==> src/rtl/rv_ifu_pkg.sv <==
// Shared definitions for the instruction fetch unit: FSM encoding,
// decode message width and the default reset fetch address.
package rv_ifu_pkg;

    typedef enum logic [1:0] {
        ST_REQ   = 2'd0,
        ST_WAIT  = 2'd1,
        ST_HOLD  = 2'd2,
        ST_FAULT = 2'd3
    } ifu_state_e;

    localparam int          IF_ID_WIDTH      = 64;
    localparam logic [31:0] RESET_PC_DEFAULT = 32'h8000_0000;

endpackage : rv_ifu_pkg

==> src/rtl/rv_ifu_if.sv <==
// Instruction memory request/response channels plus the IF->ID message
// channel. The master modport is the fetch unit side.
interface rv_ifu_if #(
    parameter int WIDTH = 32
);
    logic                 imem_req_valid;
    logic                 imem_req_ready;
    logic [WIDTH-1:0]     imem_req_addr;
    logic                 imem_rsp_valid;
    logic                 imem_rsp_ready;
    logic [WIDTH-1:0]     imem_rsp_data;
    logic                 imem_rsp_err;
    logic                 IF_ID_valid;
    logic                 IF_ID_ready;
    logic [2*WIDTH-1:0]   IF_ID_message;

    modport master (
        output imem_req_valid,
        input  imem_req_ready,
        output imem_req_addr,
        input  imem_rsp_valid,
        output imem_rsp_ready,
        input  imem_rsp_data,
        input  imem_rsp_err,
        output IF_ID_valid,
        input  IF_ID_ready,
        output IF_ID_message
    );

    modport slave (
        input  imem_req_valid,
        output imem_req_ready,
        input  imem_req_addr,
        output imem_rsp_valid,
        input  imem_rsp_ready,
        output imem_rsp_data,
        output imem_rsp_err,
        input  IF_ID_valid,
        output IF_ID_ready,
        input  IF_ID_message
    );

endinterface : rv_ifu_if

==> src/rtl/rv_ifu_pc.sv <==
// Program counter register: redirect load (word aligned) has priority
// over the sequential +4 step; wraps modulo 2^WIDTH.
module rv_ifu_pc #(
    parameter int               WIDTH    = 32,
    parameter logic [WIDTH-1:0] RESET_PC = '0
) (
    input  logic             clk,
    input  logic             rst,
    input  logic             load_i,
    input  logic [WIDTH-1:0] target_i,
    input  logic             inc_i,
    output logic [WIDTH-1:0] pc_o
);

    logic [WIDTH-1:0] pc_q;
    logic [WIDTH-1:0] pc_d;

    // Next PC selection: redirect target with low bits cleared, else +4, else hold.
    always_comb begin
        pc_d = pc_q;
        if (load_i) begin
            pc_d = {target_i[WIDTH-1:2], 2'b00};
        end else if (inc_i) begin
            pc_d = pc_q + WIDTH'(4);
        end
    end

    // PC state register.
    always_ff @(posedge clk or negedge rst) begin
        if (!rst) begin
            pc_q <= RESET_PC;
        end else begin
            pc_q <= pc_d;
        end
    end

    assign pc_o = pc_q;

endmodule : rv_ifu_pc

==> src/rtl/rv_ifu.sv <==
// Instruction fetch unit: single outstanding fetch, one-entry output
// register toward decode, redirect with stale-response dropping, and a
// sticky fault state left only by a redirect.
module rv_ifu
    import rv_ifu_pkg::*;
#(
    parameter int               WIDTH    = 32,
    parameter logic [WIDTH-1:0] RESET_PC = WIDTH'(RESET_PC_DEFAULT)
) (
    input  logic             clk,
    input  logic             rst,
    rv_ifu_if.master         bus,
    input  logic             redirect_valid,
    input  logic [WIDTH-1:0] redirect_pc,
    output logic             fetch_fault
);

    ifu_state_e           state_q, state_d;
    logic                 drop_q, drop_d;
    logic [2*WIDTH-1:0]   msg_q, msg_d;
    logic                 pc_load;
    logic                 pc_inc;
    logic [WIDTH-1:0]     pc;
    logic                 req_hs;
    logic                 rsp_hs;

    rv_ifu_pc #(
        .WIDTH    (WIDTH),
        .RESET_PC (RESET_PC)
    ) u_pc (
        .clk      (clk),
        .rst      (rst),
        .load_i   (pc_load),
        .target_i (redirect_pc),
        .inc_i    (pc_inc),
        .pc_o     (pc)
    );

    // Handshake outputs decode straight from state; reset masks them at once.
    assign bus.imem_req_valid = rst && (state_q == ST_REQ);
    assign bus.imem_req_addr  = pc;
    assign bus.imem_rsp_ready = rst && (state_q == ST_WAIT);
    assign bus.IF_ID_valid    = (state_q == ST_HOLD);
    assign bus.IF_ID_message  = msg_q;
    assign fetch_fault        = (state_q == ST_FAULT);

    assign req_hs = bus.imem_req_valid && bus.imem_req_ready;
    assign rsp_hs = bus.imem_rsp_valid && bus.imem_rsp_ready;

    // Next-state logic; a redirect overrides every other transition.
    always_comb begin
        state_d = state_q;
        drop_d  = drop_q;
        msg_d   = msg_q;
        pc_load = 1'b0;
        pc_inc  = 1'b0;
        case (state_q)
            ST_REQ: begin
                if (redirect_valid) begin
                    pc_load = 1'b1;
                    if (req_hs) begin
                        // The request already left; its response must be thrown away.
                        drop_d  = 1'b1;
                        state_d = ST_WAIT;
                    end
                end else if (req_hs) begin
                    state_d = ST_WAIT;
                end
            end
            ST_WAIT: begin
                if (redirect_valid) begin
                    pc_load = 1'b1;
                    if (rsp_hs) begin
                        drop_d  = 1'b0;
                        state_d = ST_REQ;
                    end else begin
                        drop_d  = 1'b1;
                    end
                end else if (rsp_hs) begin
                    if (drop_q) begin
                        // Stale word from before a redirect: discard, error included.
                        drop_d  = 1'b0;
                        state_d = ST_REQ;
                    end else if (bus.imem_rsp_err) begin
                        state_d = ST_FAULT;
                    end else begin
                        msg_d   = {pc, bus.imem_rsp_data};
                        pc_inc  = 1'b1;
                        state_d = ST_HOLD;
                    end
                end
            end
            ST_HOLD: begin
                if (redirect_valid) begin
                    pc_load = 1'b1;
                    state_d = ST_REQ;
                end else if (bus.IF_ID_ready) begin
                    state_d = ST_REQ;
                end
            end
            ST_FAULT: begin
                if (redirect_valid) begin
                    pc_load = 1'b1;
                    state_d = ST_REQ;
                end
            end
            default: begin
                state_d = ST_REQ;
            end
        endcase
    end

    // State, drop flag and decode message registers.
    always_ff @(posedge clk or negedge rst) begin
        if (!rst) begin
            state_q <= ST_REQ;
            drop_q  <= 1'b0;
            msg_q   <= '0;
        end else begin
            state_q <= state_d;
            drop_q  <= drop_d;
            msg_q   <= msg_d;
        end
    end

endmodule : rv_ifu

==> src/flat_wrapper.sv <==
// flat-port wrapper written by rule: the top's interface ports become plain ports
module rv_ifu_flat import rv_ifu_pkg::*;
#(
    parameter int               WIDTH    = 32,
    parameter logic [WIDTH-1:0] RESET_PC = WIDTH'(RESET_PC_DEFAULT)
)
  (clk, rst, redirect_valid, redirect_pc, fetch_fault, bus_imem_req_valid, bus_imem_req_ready, bus_imem_req_addr, bus_imem_rsp_valid, bus_imem_rsp_ready, bus_imem_rsp_data, bus_imem_rsp_err, bus_IF_ID_valid, bus_IF_ID_ready, bus_IF_ID_message);
  rv_ifu_if #(.WIDTH(WIDTH)) bus_i ();
  input  logic clk;
  input  logic rst;
  input  logic redirect_valid;
  input  logic [WIDTH-1:0] redirect_pc;
  output logic fetch_fault;
  output wire logic [$bits(bus_i.imem_req_valid)-1:0] bus_imem_req_valid;
  input wire logic [$bits(bus_i.imem_req_ready)-1:0] bus_imem_req_ready;
  output wire logic [$bits(bus_i.imem_req_addr)-1:0] bus_imem_req_addr;
  input wire logic [$bits(bus_i.imem_rsp_valid)-1:0] bus_imem_rsp_valid;
  output wire logic [$bits(bus_i.imem_rsp_ready)-1:0] bus_imem_rsp_ready;
  input wire logic [$bits(bus_i.imem_rsp_data)-1:0] bus_imem_rsp_data;
  input wire logic [$bits(bus_i.imem_rsp_err)-1:0] bus_imem_rsp_err;
  output wire logic [$bits(bus_i.IF_ID_valid)-1:0] bus_IF_ID_valid;
  input wire logic [$bits(bus_i.IF_ID_ready)-1:0] bus_IF_ID_ready;
  output wire logic [$bits(bus_i.IF_ID_message)-1:0] bus_IF_ID_message;
  assign bus_imem_req_valid = bus_i.imem_req_valid;
  assign bus_i.imem_req_ready = bus_imem_req_ready;
  assign bus_imem_req_addr = bus_i.imem_req_addr;
  assign bus_i.imem_rsp_valid = bus_imem_rsp_valid;
  assign bus_imem_rsp_ready = bus_i.imem_rsp_ready;
  assign bus_i.imem_rsp_data = bus_imem_rsp_data;
  assign bus_i.imem_rsp_err = bus_imem_rsp_err;
  assign bus_IF_ID_valid = bus_i.IF_ID_valid;
  assign bus_i.IF_ID_ready = bus_IF_ID_ready;
  assign bus_IF_ID_message = bus_i.IF_ID_message;
  rv_ifu #(.WIDTH(WIDTH), .RESET_PC(RESET_PC)) u_core (.clk(clk), .rst(rst), .bus(bus_i), .redirect_valid(redirect_valid), .redirect_pc(redirect_pc), .fetch_fault(fetch_fault));
endmodule
==> config.mk <==
export PLATFORM = sky130hd
export DESIGN_NAME = rv_ifu_flat
export DESIGN_NICKNAME = d
export VERILOG_FILES = /design/src/rtl/rv_ifu_pkg.sv /design/src/rtl/rv_ifu_if.sv /design/src/rtl/rv_ifu_pc.sv /design/src/rtl/rv_ifu.sv /design/src/flat_wrapper.sv
export SDC_FILE = /design/constraint.sdc
export NUM_CORES = 1
export LEC_CHECK = 0
export CAP_MARGIN = 0
export CORE_MARGIN = 2
export CORE_UTILIZATION = 44
export CTS_CLUSTER_SIZE = 25
export DETAILED_ROUTE_END_ITERATION = 10
export GPL_ROUTABILITY_DRIVEN = 0
export PLACE_DENSITY = 0.81
export SETUP_SLACK_MARGIN = 0.05
export SYNTH_ARGS = -nofsm -noshare
export SYNTH_HDL_FRONTEND = slang
export SYNTH_SLANG_ARGS = --single-unit
==> constraint.sdc <==
create_clock -name clk -period 2.7 [get_ports clk]
set_input_delay 0.54 -clock clk [delete_from_list [all_inputs] [get_ports clk]]
set_output_delay 0.54 -clock clk [all_outputs]
set_load 0.05 [all_outputs]
==> impl_metrics.json <==
{
  "grt_pass1_vias": 3477,
  "synthFlopType": "dfrtp_1",
  "setup_slack_ns": 0.216,
  "synthArstFlopShare_pct": 100,
  "synth_common_cells": "dfrtp_1 (94), mux2_2 (56), nor2_1 (24)",
  "crit_required_ns": 2.94,
  "synth_top_family_by_area": "multiplexers",
  "hold_ws_ns": 0.493,
  "synth_edf_count": 0,
  "io_buffers": 164,
  "p_leak_nw": 2.63,
  "synth_area_per_cell_um2": 11.8,
  "drive_gt1_share_pct": 16.7,
  "yosys.area_share.xor_xnor_pct": 1.21,
  "p_total_mw": 6.38,
  "hold_path.class": "reg2reg",
  "critPathMaxStageDelay_ns": 0.53,
  "grt_first_pass_wirelength_um": 17100,
  "yosys-top-cells-area": "dfrtp_1 (54%), mux2_2 (15%), a31oi_1 (3.2%)",
  "dr.first_iter.drc_count": 90,
  "drt-pass1-iter-count": 4,
  "grt_max_degree": 53,
  "place_ws_ns": 0.102,
  "antenna_left": 0,
  "synth_top_cell_area_share_pct": 54.1,
  "totalWireLength_um": 11000,
  "nNetsFinal": 603,
  "fmax_mhz": 403,
  "setup_tns_ns": 0,
  "antenna_cells": 0,
  "crit_type": "in2reg",
  "fin_area_um2": 6320,
  "startpoint_type": "primary input",
  "slew_viol_final": 0,
  "cp.arrival_ns": 2.73,
  "cts_sinks": 95,
  "dpl_cell_area_um2": 6110,
  "design.die.area_um2": 10700,
  "worst_pin_slew_ns": 0.662,
  "setup_viol": 0,
  "place_hpwl_um": 8120,
  "cts_tree": "done",
  "hold_violations": 0,
  "io_pins": 171,
  "synth-seq-area-share_pct": 54.8,
  "slowest_stage": "dlygate4sd3_1",
  "overflow": 0,
  "synthAdderAreaFrac_pct": 0.288,
  "outcome": "finished, final reports clean",
  "htree_num_levels": 3,
  "yosys.area_share.simple_pct": 13.9,
  "vias_per_cell": 5.28,
  "antenna_found_initial": 0,
  "drc": 0,
  "drv_cap": 0,
  "min_period_ns": 2.48,
  "syn_to_final_growth_pct": 45.6,
  "root_buffer": "clkbuf_8",
  "ir_drop_v": 0.000676,
  "critPathCaptureType": "register",
  "detailroute.via_count": 3521,
  "period_share_pct": 92.0,
  "ys_ff_latch": 95,
  "synth_area_um2": 4340,
  "yosysMostFrequentCell": "dfrtp_1",
  "yosysUniqueCellTypes": 41,
  "clk_pin_slew_ns": 0.10,
  "die_y_um": 103,
  "core.rowCount": 36,
  "skew_ns": 0.0120,
  "path_max_fanout": 52,
  "pwr_density_cell_nw_per_um2": 1010,
  "muxShareOfSynthArea_pct": 16.6,
  "rsz0062_at_grt": "false",
  "die-width_um": 103,
  "yosysTopAreaCell": "dfrtp_1",
  "cts.path.max_buffers": 2,
  "syn-instance-count": 367,
  "synth_compound_area_share_pct": 8.96,
  "yosys_warnings": 0,
  "slew_headroom_pct": 55.9,
  "grt_usage_pct": 20.9,
  "crit_chain": "dlygate4sd3_1 -> buf_4 -> and4b_1 -> nand2_1 -> nor2_4 -> buf_12 -> mux2_2",
  "initial_core_util_pct": 44.9,
  "insertion_delay_ns": 0.36,
  "numCtsBuffers": 9,
  "post_drt_wl_per_cell_um": 16.5,
  "coreArea_um2": 9680,
  "fillCellCount": 776
}
[cells by family after synthesis]
| family | count (synthesis) |
|---|---|
| AOI/OAI and AO/OA | 61 |
| xor gates and xnor gates | 6 |
| adders and majority gates | 1 |
| buffers and inverters | 32 |
| DFF | 95 |
| muxes | 64 |
| other | 1 |
| and+or+nand+nor | 107 |
[per-stage QoR]
stage	utilization, %	std cells
after global routing	65.3	667
after floorplan	-	370
after global placement	63.0	652
after CTS	65.3	667
after detailed placement	63.0	652
final	65.3	667
[state kept, by name (all words and copies together), names as in the netlist]
register	cells
u_core.bus.IF_ID_message	62
u_core.state_q	2
u_core.drop_q	1
u_core.u_pc.pc_o	30
[layout make-up]
| cell class | instances | area (µm²) | area share (%) |
|---|---|---|---|
| well taps | 133 | 166 | 2.63 |
| clock buffers | 9 | 124 | 1.96 |
| multi-input cells | 243 | 1800 | 28.4 |
| flip-flops and latches | 95 | 2380 | 37.6 |
| clock inverters | 5 | 85.1 | 1.35 |
| repair buffers | 176 | 1750 | 27.7 |
| inverters | 6 | 22.5 | 0.356 |
[power by group]
group,leakage [nW],internal (mW),switching (mW)
Combinational,1.34,1.17,2.06
Sequential,1.19,1.86,0.277
Clock,0.101,0.515,0.496
Total,2.63,3.55,2.83
[per-layer routing]
layer  wire length [µm]  up-vias  GRT usage [%]  share of wire [%]
met5                  0        -              0                  0
met4                253        0           8.20                2.3
met3                660       17           5.11                6.0
met2               5610      122           34.3                 51
met1               4520     1712           26.6                 41
li1                   -     1670              -                  -
[critical path, delay by kind of cell]
kind / cells / cell delay, ns
buffers and inverters: 3 / 0.98
multiplexers: 1 / 0.38
AND/OR/NAND/NOR: 3 / 0.76
[final timing paths]
path	cells after the start	from	to	slack, ns
max	7	rst	u_core.bus.IF_ID_message[51]$_DFFE_PN0P_	0.22
min	1	u_core.bus.IF_ID_message[4]$_DFFE_PN0P_	u_core.bus.IF_ID_message[4]$_DFFE_PN0P_	0.49
max reg2reg	4	u_core.u_pc.pc_o[9]$_DFFE_PN0P_	u_core.u_pc.pc_o[31]$_DFFE_PN1P_	0.54
min reg2reg	1	u_core.bus.IF_ID_message[4]$_DFFE_PN0P_	u_core.bus.IF_ID_message[4]$_DFFE_PN0P_	0.49
max in group asynchronous	4	rst	u_core.u_pc.pc_o[7]$_DFFE_PN0P_	0.71
min in group asynchronous	2	rst	u_core.drop_q$_DFFE_PN0P_	0.56
[cell usage in the layout (no fill, tap or decap), drive strengths merged, types with 2 or more instances in the layout]
master and count:
a21oi 4, clkbuf 9, nor2 26, and3 5
conb 4, and4 4, nand3 8, o31ai 13
bufinv 2, nand4 12, or3 9, inv 6
xnor2 2, buf 14, o31a 3, nand2 19
o21ai 15, mux2 63, clkdlybuf4s50 161, or4 13
xor2 4, and2 5, a31oi 22, dfrtp 94
clkinv 2
[what timing repair did]
action,4_1_cts,5_1_grt
resized for setup,0,0
hold endpoints to repair,3,0
buffers inserted,0,0
hold buffers,1,0
Power figures use the tool's default switching activity.
